File: src/rtl/speed_pkg.sv
// rtl/speed_pkg.sv - shared constants for the rate pulse source and throughput meter
// Purpose: pulse worth (B1), window length and datapath widths used by
//          speed_gen, its divider and the per-millisecond meter.
// Ports:   none (package).
package speed_pkg;

    localparam int unsigned B1        = 1920;            // bytes per pulse
    localparam int unsigned WINDOW    = 30720;           // clk cycles per 1 ms window
    localparam int unsigned TIMER_MAX = WINDOW - 1;
    localparam int unsigned N_W       = 8;               // pulses per window, max 136
    localparam int unsigned RATE_W    = 18;              // requested bytes per window
    localparam int unsigned TIMER_W   = $clog2(WINDOW);  // 15 bits cover 0..30719
    localparam int unsigned ACC_W     = 16;              // holds WINDOW + max N

endpackage

File: src/rtl/speed_gen_if.sv
// rtl/speed_gen_if.sv - rate load / pulse output bundle of speed_gen
// Purpose: groups rate programming, enable and generated outputs.
// Signals: rate_in/rate_valid/enable (to generator), p_out/win_strobe/
//          n_active/div_busy (from generator).
// Modports: master = rate programmer, slave = speed_gen.
interface speed_gen_if;
    import speed_pkg::*;

    logic [RATE_W-1:0] rate_in;
    logic              rate_valid;
    logic              enable;
    logic              p_out;
    logic              win_strobe;
    logic [N_W-1:0]    n_active;
    logic              div_busy;

    modport master (
        output rate_in, rate_valid, enable,
        input  p_out, win_strobe, n_active, div_busy
    );

    modport slave (
        input  rate_in, rate_valid, enable,
        output p_out, win_strobe, n_active, div_busy
    );

endinterface

File: src/rtl/speed_gen_rate_div.sv
// rtl/speed_gen_rate_div.sv - repeated-subtraction divider by a constant
// Purpose: computes q = floor(rate / DIVISOR), one subtraction per cycle.
// Ports:   clk, reset     clock, async active-high reset
//          start_i/rate_i load strobe and dividend (restarts a busy divide)
//          busy_o         divide in progress
//          done_o         single-cycle, combinational: q_o is final this cycle
//          q_o            quotient
module rate_div
    import speed_pkg::*;
#(
    parameter int unsigned DIVISOR = B1
) (
    input  logic              clk,
    input  logic              reset,
    input  logic              start_i,
    input  logic [RATE_W-1:0] rate_i,
    output logic              busy_o,
    output logic              done_o,
    output logic [N_W-1:0]    q_o
);

    localparam logic [RATE_W-1:0] DIV_V = RATE_W'(DIVISOR);

    logic [RATE_W-1:0] rem_q, rem_d;
    logic [N_W-1:0]    q_q, q_d;
    logic              busy_q, busy_d;

    always_ff @(posedge clk or posedge reset) begin
        if (reset) begin
            rem_q  <= '0;
            q_q    <= '0;
            busy_q <= 1'b0;
        end else begin
            rem_q  <= rem_d;
            q_q    <= q_d;
            busy_q <= busy_d;
        end
    end

    always_comb begin
        rem_d  = rem_q;
        q_d    = q_q;
        busy_d = busy_q;
        // A new start always wins, so the latest programmed rate is the one divided.
        if (start_i) begin
            rem_d  = rate_i;
            q_d    = '0;
            busy_d = 1'b1;
        end else if (busy_q) begin
            if (rem_q >= DIV_V) begin
                rem_d = rem_q - DIV_V;
                q_d   = q_q + 1'b1;
            end else begin
                busy_d = 1'b0;
            end
        end
    end

    assign busy_o = busy_q;
    assign done_o = busy_q && (rem_q < DIV_V);
    assign q_o    = q_q;

endmodule

File: src/rtl/speed_gen.sv
// rtl/speed_gen.sv - rate-controlled pulse source, N evenly spaced pulses per window
// Purpose: converts bytes-per-window into N = floor(rate/B1) single-cycle
//          pulses spread across each WINDOW-cycle window.
// Ports:   clk   system clock
//          reset asynchronous active-high reset
//          bus   speed_gen_if.slave (rate_in, rate_valid, enable in;
//                p_out, win_strobe, n_active, div_busy out)
module speed_gen
    import speed_pkg::*;
(
    input  logic        clk,
    input  logic        reset,
    speed_gen_if.slave  bus
);

    localparam logic [TIMER_W-1:0] TIMER_LAST = TIMER_W'(TIMER_MAX);
    localparam logic [ACC_W-1:0]   WIN_V      = ACC_W'(WINDOW);

    logic [TIMER_W-1:0] timer_q, timer_d;
    logic [ACC_W-1:0]   acc_q, acc_d;
    logic [N_W-1:0]     n_active_q, n_active_d;
    logic [N_W-1:0]     n_pend_q, n_pend_d;
    logic               pend_q, pend_d;
    logic               en_act_q, en_act_d;
    logic               p_out_q, p_out_d;
    logic               win_q, win_d;

    logic               div_busy;
    logic               div_done;
    logic [N_W-1:0]     div_q;
    logic               win_start;
    logic [ACC_W-1:0]   acc_base;
    logic [ACC_W-1:0]   sum;

    rate_div #(
        .DIVISOR (B1)
    ) u_div (
        .clk     (clk),
        .reset   (reset),
        .start_i (bus.rate_valid),
        .rate_i  (bus.rate_in),
        .busy_o  (div_busy),
        .done_o  (div_done),
        .q_o     (div_q)
    );

    always_ff @(posedge clk or posedge reset) begin
        if (reset) begin
            timer_q    <= '0;
            acc_q      <= '0;
            n_active_q <= '0;
            n_pend_q   <= '0;
            pend_q     <= 1'b0;
            en_act_q   <= 1'b0;
            p_out_q    <= 1'b0;
            win_q      <= 1'b0;
        end else begin
            timer_q    <= timer_d;
            acc_q      <= acc_d;
            n_active_q <= n_active_d;
            n_pend_q   <= n_pend_d;
            pend_q     <= pend_d;
            en_act_q   <= en_act_d;
            p_out_q    <= p_out_d;
            win_q      <= win_d;
        end
    end

    always_comb begin
        win_start = (timer_q == '0);
        timer_d   = (timer_q == TIMER_LAST) ? '0 : timer_q + 1'b1;
        win_d     = win_start;

        n_active_d = n_active_q;
        en_act_d   = en_act_q;
        n_pend_d   = n_pend_q;
        pend_d     = pend_q;

        // Window boundary: only a result already pending by now is applied; a
        // divide finishing in this very cycle waits for the next boundary.
        if (win_start) begin
            if (pend_q) begin
                n_active_d = n_pend_q;
                pend_d     = 1'b0;
            end
            en_act_d = bus.enable;
        end

        // A reload discards any result not yet applied.
        if (bus.rate_valid) begin
            pend_d = 1'b0;
        end else if (div_done) begin
            pend_d   = 1'b1;
            n_pend_d = div_q;
        end

        // The boundary cycle already accumulates from zero with the new N and
        // enable, which places the k-th pulse at timer = ceil(k*WINDOW/N) - 1.
        acc_base = win_start ? '0 : acc_q;
        sum      = acc_base + ACC_W'(n_active_d);
        p_out_d  = 1'b0;
        acc_d    = acc_base;
        if (en_act_d) begin
            if (sum >= WIN_V) begin
                p_out_d = 1'b1;
                acc_d   = sum - WIN_V;
            end else begin
                acc_d = sum;
            end
        end
    end

    assign bus.p_out      = p_out_q;
    assign bus.win_strobe = win_q;
    assign bus.n_active   = n_active_q;
    assign bus.div_busy   = div_busy;

endmodule
File: src/flat_wrapper.sv
// flat-port wrapper written by rule: the top's interface ports become plain ports
module speed_gen_flat import speed_pkg::*;
  (clk, reset, bus_rate_in, bus_rate_valid, bus_enable, bus_p_out, bus_win_strobe, bus_n_active, bus_div_busy);
  speed_gen_if bus_i ();
  input  logic clk;
  input  logic reset;
  input wire logic [$bits(bus_i.rate_in)-1:0] bus_rate_in;
  input wire logic [$bits(bus_i.rate_valid)-1:0] bus_rate_valid;
  input wire logic [$bits(bus_i.enable)-1:0] bus_enable;
  output wire logic [$bits(bus_i.p_out)-1:0] bus_p_out;
  output wire logic [$bits(bus_i.win_strobe)-1:0] bus_win_strobe;
  output wire logic [$bits(bus_i.n_active)-1:0] bus_n_active;
  output wire logic [$bits(bus_i.div_busy)-1:0] bus_div_busy;
  assign bus_i.rate_in = bus_rate_in;
  assign bus_i.rate_valid = bus_rate_valid;
  assign bus_i.enable = bus_enable;
  assign bus_p_out = bus_i.p_out;
  assign bus_win_strobe = bus_i.win_strobe;
  assign bus_n_active = bus_i.n_active;
  assign bus_div_busy = bus_i.div_busy;
  speed_gen u_core (.clk(clk), .reset(reset), .bus(bus_i));
endmodule
File: config.mk
export PLATFORM = sky130hd
export DESIGN_NAME = speed_gen_flat
export DESIGN_NICKNAME = d
export VERILOG_FILES = /design/src/rtl/speed_pkg.sv /design/src/rtl/speed_gen_if.sv /design/src/rtl/speed_gen_rate_div.sv /design/src/rtl/speed_gen.sv /design/src/flat_wrapper.sv
export SDC_FILE = /design/constraint.sdc
export NUM_CORES = 1
export LEC_CHECK = 0
export CAP_MARGIN = 20
export CORE_ASPECT_RATIO = 1.2
export CORE_UTILIZATION = 40
export DETAILED_ROUTE_END_ITERATION = 8
export MAX_ROUTING_LAYER = met4
export PLACE_DENSITY = 0.56
export REMOVE_ABC_BUFFERS = 1
export SLEW_MARGIN = 30
export SYNTH_ARGS = -nofsm -noshare
export SYNTH_HDL_FRONTEND = slang
export SYNTH_SLANG_ARGS = --single-unit
File: constraint.sdc
create_clock -name clk -period 5.5 [get_ports clk]
set_input_delay 0.55 -clock clk [delete_from_list [all_inputs] [get_ports clk]]
set_output_delay 0.55 -clock clk [all_outputs]
set_load 0.02 [all_outputs]
* Yosys cells after proc, flatten, opt, wreduce, memory -nomap -nowiden
Index checks and enable logic that the tools add are counted.
Storage, ports and cells: register bits after elaboration 78, input bits 22, output and inout port bits 11, logic and storage cells 49
Cells by class: add/sub/neg operators 5, order comparisons 3, eq/ne operators 1, muxes and demuxes 21, bitwise gates (word level) 1, reductions and logical operators 7
Operators with widths (count):
- $mux 18 | 3
- $mux 16 | 3
- $mux 8 | 5
- $ge 18x11->1 const B | 1
- $lt 18x11->1 const B | 1
- $sub 18x11->18 const B | 1
- $add 16x8->16 | 1
- $ge 16x15->1 const B | 1
- $sub 16x15->16 const B | 1
- $add 15x1->15 const B | 1
- $eq 15x15->1 const B | 1
- $logic_not 15->1 | 1
- $mux 15 | 1
- $mux 1 | 9
- $add 8x1->8 const B | 1
- $reduce_and 2->1 | 2
- $reduce_bool 2->1 | 2
- $reduce_bool 3->1 | 1
- $logic_and 1x1->1 | 1
- $not 1->1 | 1

* Depth between registers and ports, before layout
depth after elaboration 6, mapped depth 19, depth with buffers taken out 18

* Hierarchy
From an unflattened synthesis, not the netlist that was laid out.
Second synthesis, totals: cell total of the unflattened synthesis 384, area, all modules 4005.1 um^2
By module, submodules not included:
- speed_gen | times used 1, cells an instance 259, area each 2839.0 um^2, sequential area each 1276.2 um^2
- rate_div | times used 1, cells an instance 125, area each 1166.1 um^2, sequential area each 500.5 um^2

* Worst setup path after synthesis
OpenSTA, ideal clock, no wires.
path kind register to register, from register u_core.timer_q[0], to register u_core.acc_q[13], library setup time 0.080 ns, data arrival time 4.291 ns, required time 5.420 ns, slack 1.129 ns, stages on the path, launching flop included 20, path buffers 1, period minus slack after synthesis 4.371 ns, cell sequence dfrtp_1 inv_1 ha_1 nor4b_2 nand4_4 clkinv_2 clkbuf_1 nand2_1 mux2_2 ha_1 fa_1 a211oi_1 o21ai_1 and4_1 nor3_1 inv_1 ha_1 nand2b_1 o2bb2a_1 o211ai_2
On the way: word-level cells in the longest chain between the ends 6, elaborated cells between the ends (all ways) 9, those cells by class add/sub: 2; order compare: 1; mux: 5; reduce/logical: 1
Ends and longest elaborated chain:
- from (decl) | line speed_gen.sv:19 | logic [TIMER_W-1:0] timer_q, timer_d;
- from (signal assigned) | line speed_gen.sv:58 | timer_q <= timer_d;
- $logic_not 15->1 (*) | line speed_gen.sv:70 | win_start = (timer_q == '0);
- net u_core.win_d | line speed_gen.sv:26 | logic win_q, win_d;
- $mux 8 (*) | line speed_gen.sv:81 | if (win_start) begin
- net u_core.n_active_d[0] | line speed_gen.sv:21 | logic [N_W-1:0] n_active_q, n_active_d;
- $add 16x8->16 (*) | line speed_gen.sv:100 | sum = acc_base + ACC_W'(n_active_d);
- $sub 16x15->16 / $ge 16x15->1 (equally long branches) | line speed_gen.sv:106, speed_gen.sv:104
- $mux 16 (*) | line speed_gen.sv:104 | if (sum >= WIN_V) begin
- $mux 16 (*) | line speed_gen.sv:103 | if (en_act_d) begin
- net u_core.acc_d[13] | line speed_gen.sv:20 | logic [ACC_W-1:0] acc_q, acc_d;
- to (signal assigned) | line speed_gen.sv:50 | acc_q <= '0;
- to (signal assigned) | line speed_gen.sv:59 | acc_q <= acc_d;
- to (decl) | line speed_gen.sv:20
Mark *: on every way through the listed nets, which the timed path passes. The rest lies on a longest branch. A chain may end at the register's enable or synchronous reset.

* Worst setup path after layout
from register u_core.timer_q[0], to register u_core.acc_q[13]
On the way: word-level cells in the longest chain between the ends 6, elaborated cells between the ends (all ways) 9, those cells by class add/sub: 2; order compare: 1; mux: 5; reduce/logical: 1
Ends and longest elaborated chain (line):
- $logic_not 15->1 (*) | speed_gen.sv:70
- $mux 8 (*) | speed_gen.sv:81
- net u_core.n_active_d[0] | speed_gen.sv:21
- $add 16x8->16 (*) | speed_gen.sv:100
- $sub 16x15->16 / $ge 16x15->1 (equally long branches) | speed_gen.sv:106, speed_gen.sv:104
- $mux 16 (*) | speed_gen.sv:104
- $mux 16 (*) | speed_gen.sv:103
- net u_core.acc_d[13] | speed_gen.sv:20
Marked as above.

==> key figures <==
Run status
  – Status: finished, final reports clean

Worst setup path
  – Setup CP Type: reg2reg
  – Crit-path slowest cell: dfrtp_1
  – Most used cell, CP: ha_1
  – Worst EP required: 5.79 ns
  – Reg2reg setup slack: 1.05 ns
  – Worst r2r src: u_core.timer_q[0]$_DFF_PP0_
  – CP startpoint kind: register
  – Crit path DAT: 4.74 ns
  – Critical Path Fanout Max: 16
  – Reg2reg path depth: 18
  – Critical path endpoint category: register
  – Reg-to-reg critical path endpoint: u_core.acc_q[13]$_DFF_PP0_
  – Worst path cell trace: inv_1 -> ha_1 -> nor4b_2 -> nand4_4 -> clkinv_2 -> nand2_1 -> mux2_2 -> ha_1 -> fa_1 -> a211oi_1 -> o21ai_1 -> and4_1 -> nor3_1 -> inv_1 -> ha_1 -> nand2b_1 -> o2bb2a_1 -> o211ai_2
  – Largest stage delay, worst path: 0.43 ns

Drt
  – Vias per Instance: 5.33
  – DRT Pass-1 Iters: 4
  – DRC viols: 0
  – Starting DRT DRC Count: 71
  – Wire per inst: 14.5 µm
  – Vias: 2,853
  – Final wirelength: 7750 µm
  – ANT nets after route: 0

Synth
  – Async SR Flop Fraction: 100%
  – Top cells by instance count after synthesis: dfrtp_1, nand2_1, nor2_1
  – Top_reg_cell synth: dfrtp_1
  – Sequential area share after synthesis: 46.5%
  – Synth Area in Adders: 4.78%
  – Netlist cell types: 57
  – Top-area cell type share of the netlist area: 46.5%
  – Synth Area in Compound Gates: 12.8%
  – Largest family of logic cells by synthesized area: simple AND/OR/NAND/NOR gates
  – Syn_area_per_cell: 9.96 µm²
  – Post-synthesis cell area: 3820 µm²
  – Synth area leaders: dfrtp_1, mux2_2, nand2_1
  – Simple-Gate Fraction of Synth Area: 20.5%
  – Synth Register Bits: 71
  – Count leader, synth: dfrtp_1
  – Post-synth EDFFs: 0
  – Area leader, netlist: dfrtp_1
  – Post-synthesis cell count: 384
  – Post-Synth XOR/XNOR Area: 7.56%
  – Post-synthesis mux area share: 5.23%
  – Yosys warns: 0

Die
  – I/O Pins: 33
  – FP Rows: 38
  – Core area: 9180 µm²
  – Vert. Die Dim: 109 µm
  – DIE WIDTH: 91.3 µm
  – Die ar.: 9960 µm²
  – Initial Utilization: 41.7%

STA
  – Fin crit share: 80.9%
  – Final Max Slew Viols: 0
  – Tightest Pin Transition: 0.849 ns
  – Relative slew slack: 43.3%
  – Min Tclk post-route: 4.45 ns
  – RSZ-0062 raised after global routing: false
  – Final Setup Violations: 0
  – Setup_tns: 0 ns
  – Post-route worst setup slack: 1.05 ns
  – Final hold violations: 0
  – Fmax: 225 MHz
  – Final Skew: 0.0114 ns

GRT
  – Antenna violations before repair: 0
  – Global-route wire length before repair: 13,300 µm
  – Largest net degree at the start of global routing: 72
  – Tot GR Track Use: 17.8%
  – Remaining global-route overflow: 0
  – Number of global-route vias before repair: 2,762

Power
  – Leak Pwr: 1.99 nW
  – Total power: 0.00120 W
  – Worst VDD drop: 0.000203 V
  – Power Dens Cells: 269 nW/µm²

Finish
  – Share of layout cells above drive strength 1: 11.3%
  – Area grow syn2layout: 16.3%
  – Final nets: 446
  – Antenna diode count: 0
  – # fillers: 886

CTS
  – Htree depth: 3
  – Post-CTS sizing: 0
  – Cts bufs inserted: 9
  – Clk_lat worst skew: 0.36 ns
  – Clk buf depth: 2
  – Reg clk slew, reported paths: 0.08 ns
  – # hold bufs at CTS: 0
  – CTS root buffer: clkbuf_8
  – Setup Fix Bufs, Post-CTS: 0
  – TritonCTS clock tree: built
  – CTS sink cnt: 71

Placed design
  – IO Port Bufs: 25
  – Worst slack, placed: 1.06 ns
  – GPL Wtd Cong: 0.813
  – HPWL after DPL: 5350 µm

Worst hold path
  – Hold path start: u_core.acc_q[2]$_DFF_PP0_
  – Worst min-delay path class: reg2reg
  – Hold depth: 2
  – Worst Hold End: u_core.acc_q[2]$_DFF_PP0_

Run
  – Max cap viols: 0
## cells by family (layout without fill, tap and decap cells)
family / count (synthesis) / count (layout)
compound gates: 76 / 76
xor+xnor: 33 / 33
fa+ha+maj: 14 / 14
buf+inv: 26 / 57
flops: 71 / 71
mux: 18 / 18
simple gates: 146 / 146
## how the worst max path moves through the flow
| stage | startpoint | endpoint | slack [ns] | cells after the start |
|---|---|---|---|---|
| global route | u_core.timer_q[0]$_DFF_PP0_ | u_core.acc_q[13]$_DFF_PP0_ | 0.74 | 18 |
| detailed placement | u_core.timer_q[0]$_DFF_PP0_ | u_core.acc_q[13]$_DFF_PP0_ | 1.06 | 18 |
| CTS | u_core.timer_q[0]$_DFF_PP0_ | u_core.acc_q[13]$_DFF_PP0_ | 1.03 | 18 |
| floorplan | u_core.timer_q[0]$_DFF_PP0_ | u_core.acc_q[13]$_DFF_PP0_ | 1.30 | 18 |
| global placement | u_core.timer_q[0]$_DFF_PP0_ | u_core.acc_q[13]$_DFF_PP0_ | 1.09 | 18 |
| finish | u_core.timer_q[0]$_DFF_PP0_ | u_core.acc_q[13]$_DFF_PP0_ | 1.05 | 18 |
## placed cells by master (no fill, tap or decap), drive strengths merged, types with 9 or more instances in the layout
| cell type | Yosys | layout |
|---|---|---|
| dfrtp | 71 | 71 |
| nand2 | 45 | 45 |
| o21ai | 29 | 29 |
| nor2 | 26 | 26 |
| clkdlybuf4s50 | 0 | 25 |
| xor2 | 18 | 18 |
| mux2 | 16 | 16 |
| xnor2 | 15 | 15 |
| nand3 | 13 | 13 |
| ha | 13 | 13 |
| inv | 11 | 12 |
| a21oi | 11 | 11 |
| clkbuf | 12 | 11 |
| nand4 | 10 | 10 |
| or3 | 9 | 9 |
| nor3 | 9 | 9 |
## sequential cells by signal, indices dropped and copies added (netlist names)
signal and flops:
u_core.acc_q 16, u_core.timer_q 15, u_core.u_div.rem_q 11, u_core.bus.n_active 8, u_core.n_pend_q 8, u_core.u_div.q_o 8
u_core.bus.p_out 1, u_core.bus.win_strobe 1, u_core.en_act_q 1, u_core.pend_q 1, u_core.u_div.busy_o 1
## worst max-delay path, delay by kind of cell, from the launching register on
kind | cells | cell delay [ns]
multiplexers | 1 | 0.36
AND/OR/NAND/NOR | 6 | 1.17
AO/OA/AOI/OAI | 4 | 0.91
flip-flops | 1 | 0.43
adder cells (fa/ha/maj) | 4 | 1.12
buffers and inverters | 3 | 0.40
## metal layers
layer	up-vias	part of all wire, %	global-route usage, %
met4	0	2.2	9.52
met5	-	0	-
met2	27	49	29.3
met3	13	1.8	2.58
met1	1388	47	21.3
li1	1425	-	-
## report_power, final
part	total (W)	switching (W)	leakage, nW	internal [W]
sequential	0.000575	0.0000267	0.940	0.000548
combinational	0.000103	0.0000530	0.922	0.0000499
clock	0.000520	0.000206	0.124	0.000315
total	0.00120	0.000286	1.99	0.000913
## metrics by stage
| stage | instances | util [%] | cell area [µm²] | hold WS [ns] |
|---|---|---|---|---|
| final | 535 | 48.5 | 4450 | 0.498 |
| after global routing | 535 | 48.5 | 4450 | 0.525 |
| after CTS | 535 | 48.4 | 4450 | 0.491 |
| after detailed placement | 519 | 45.8 | 4200 | 0.472 |
| after global placement | 519 | 45.8 | 4200 | 0.456 |
| after floorplan | 370 | - | 3770 | 0.442 |
## area by class of cell
type	instances	area, µm²	area share [%]
clock inverters	5	104	2.33
inverters	12	46.3	1.04
flip-flops and latches	71	1780	39.9
repair buffers	29	284	6.38
well taps	120	150	3.37
clock buffers	11	141	3.18
multi-input cells	287	1950	43.8
Power figures use the tool's default switching activity.
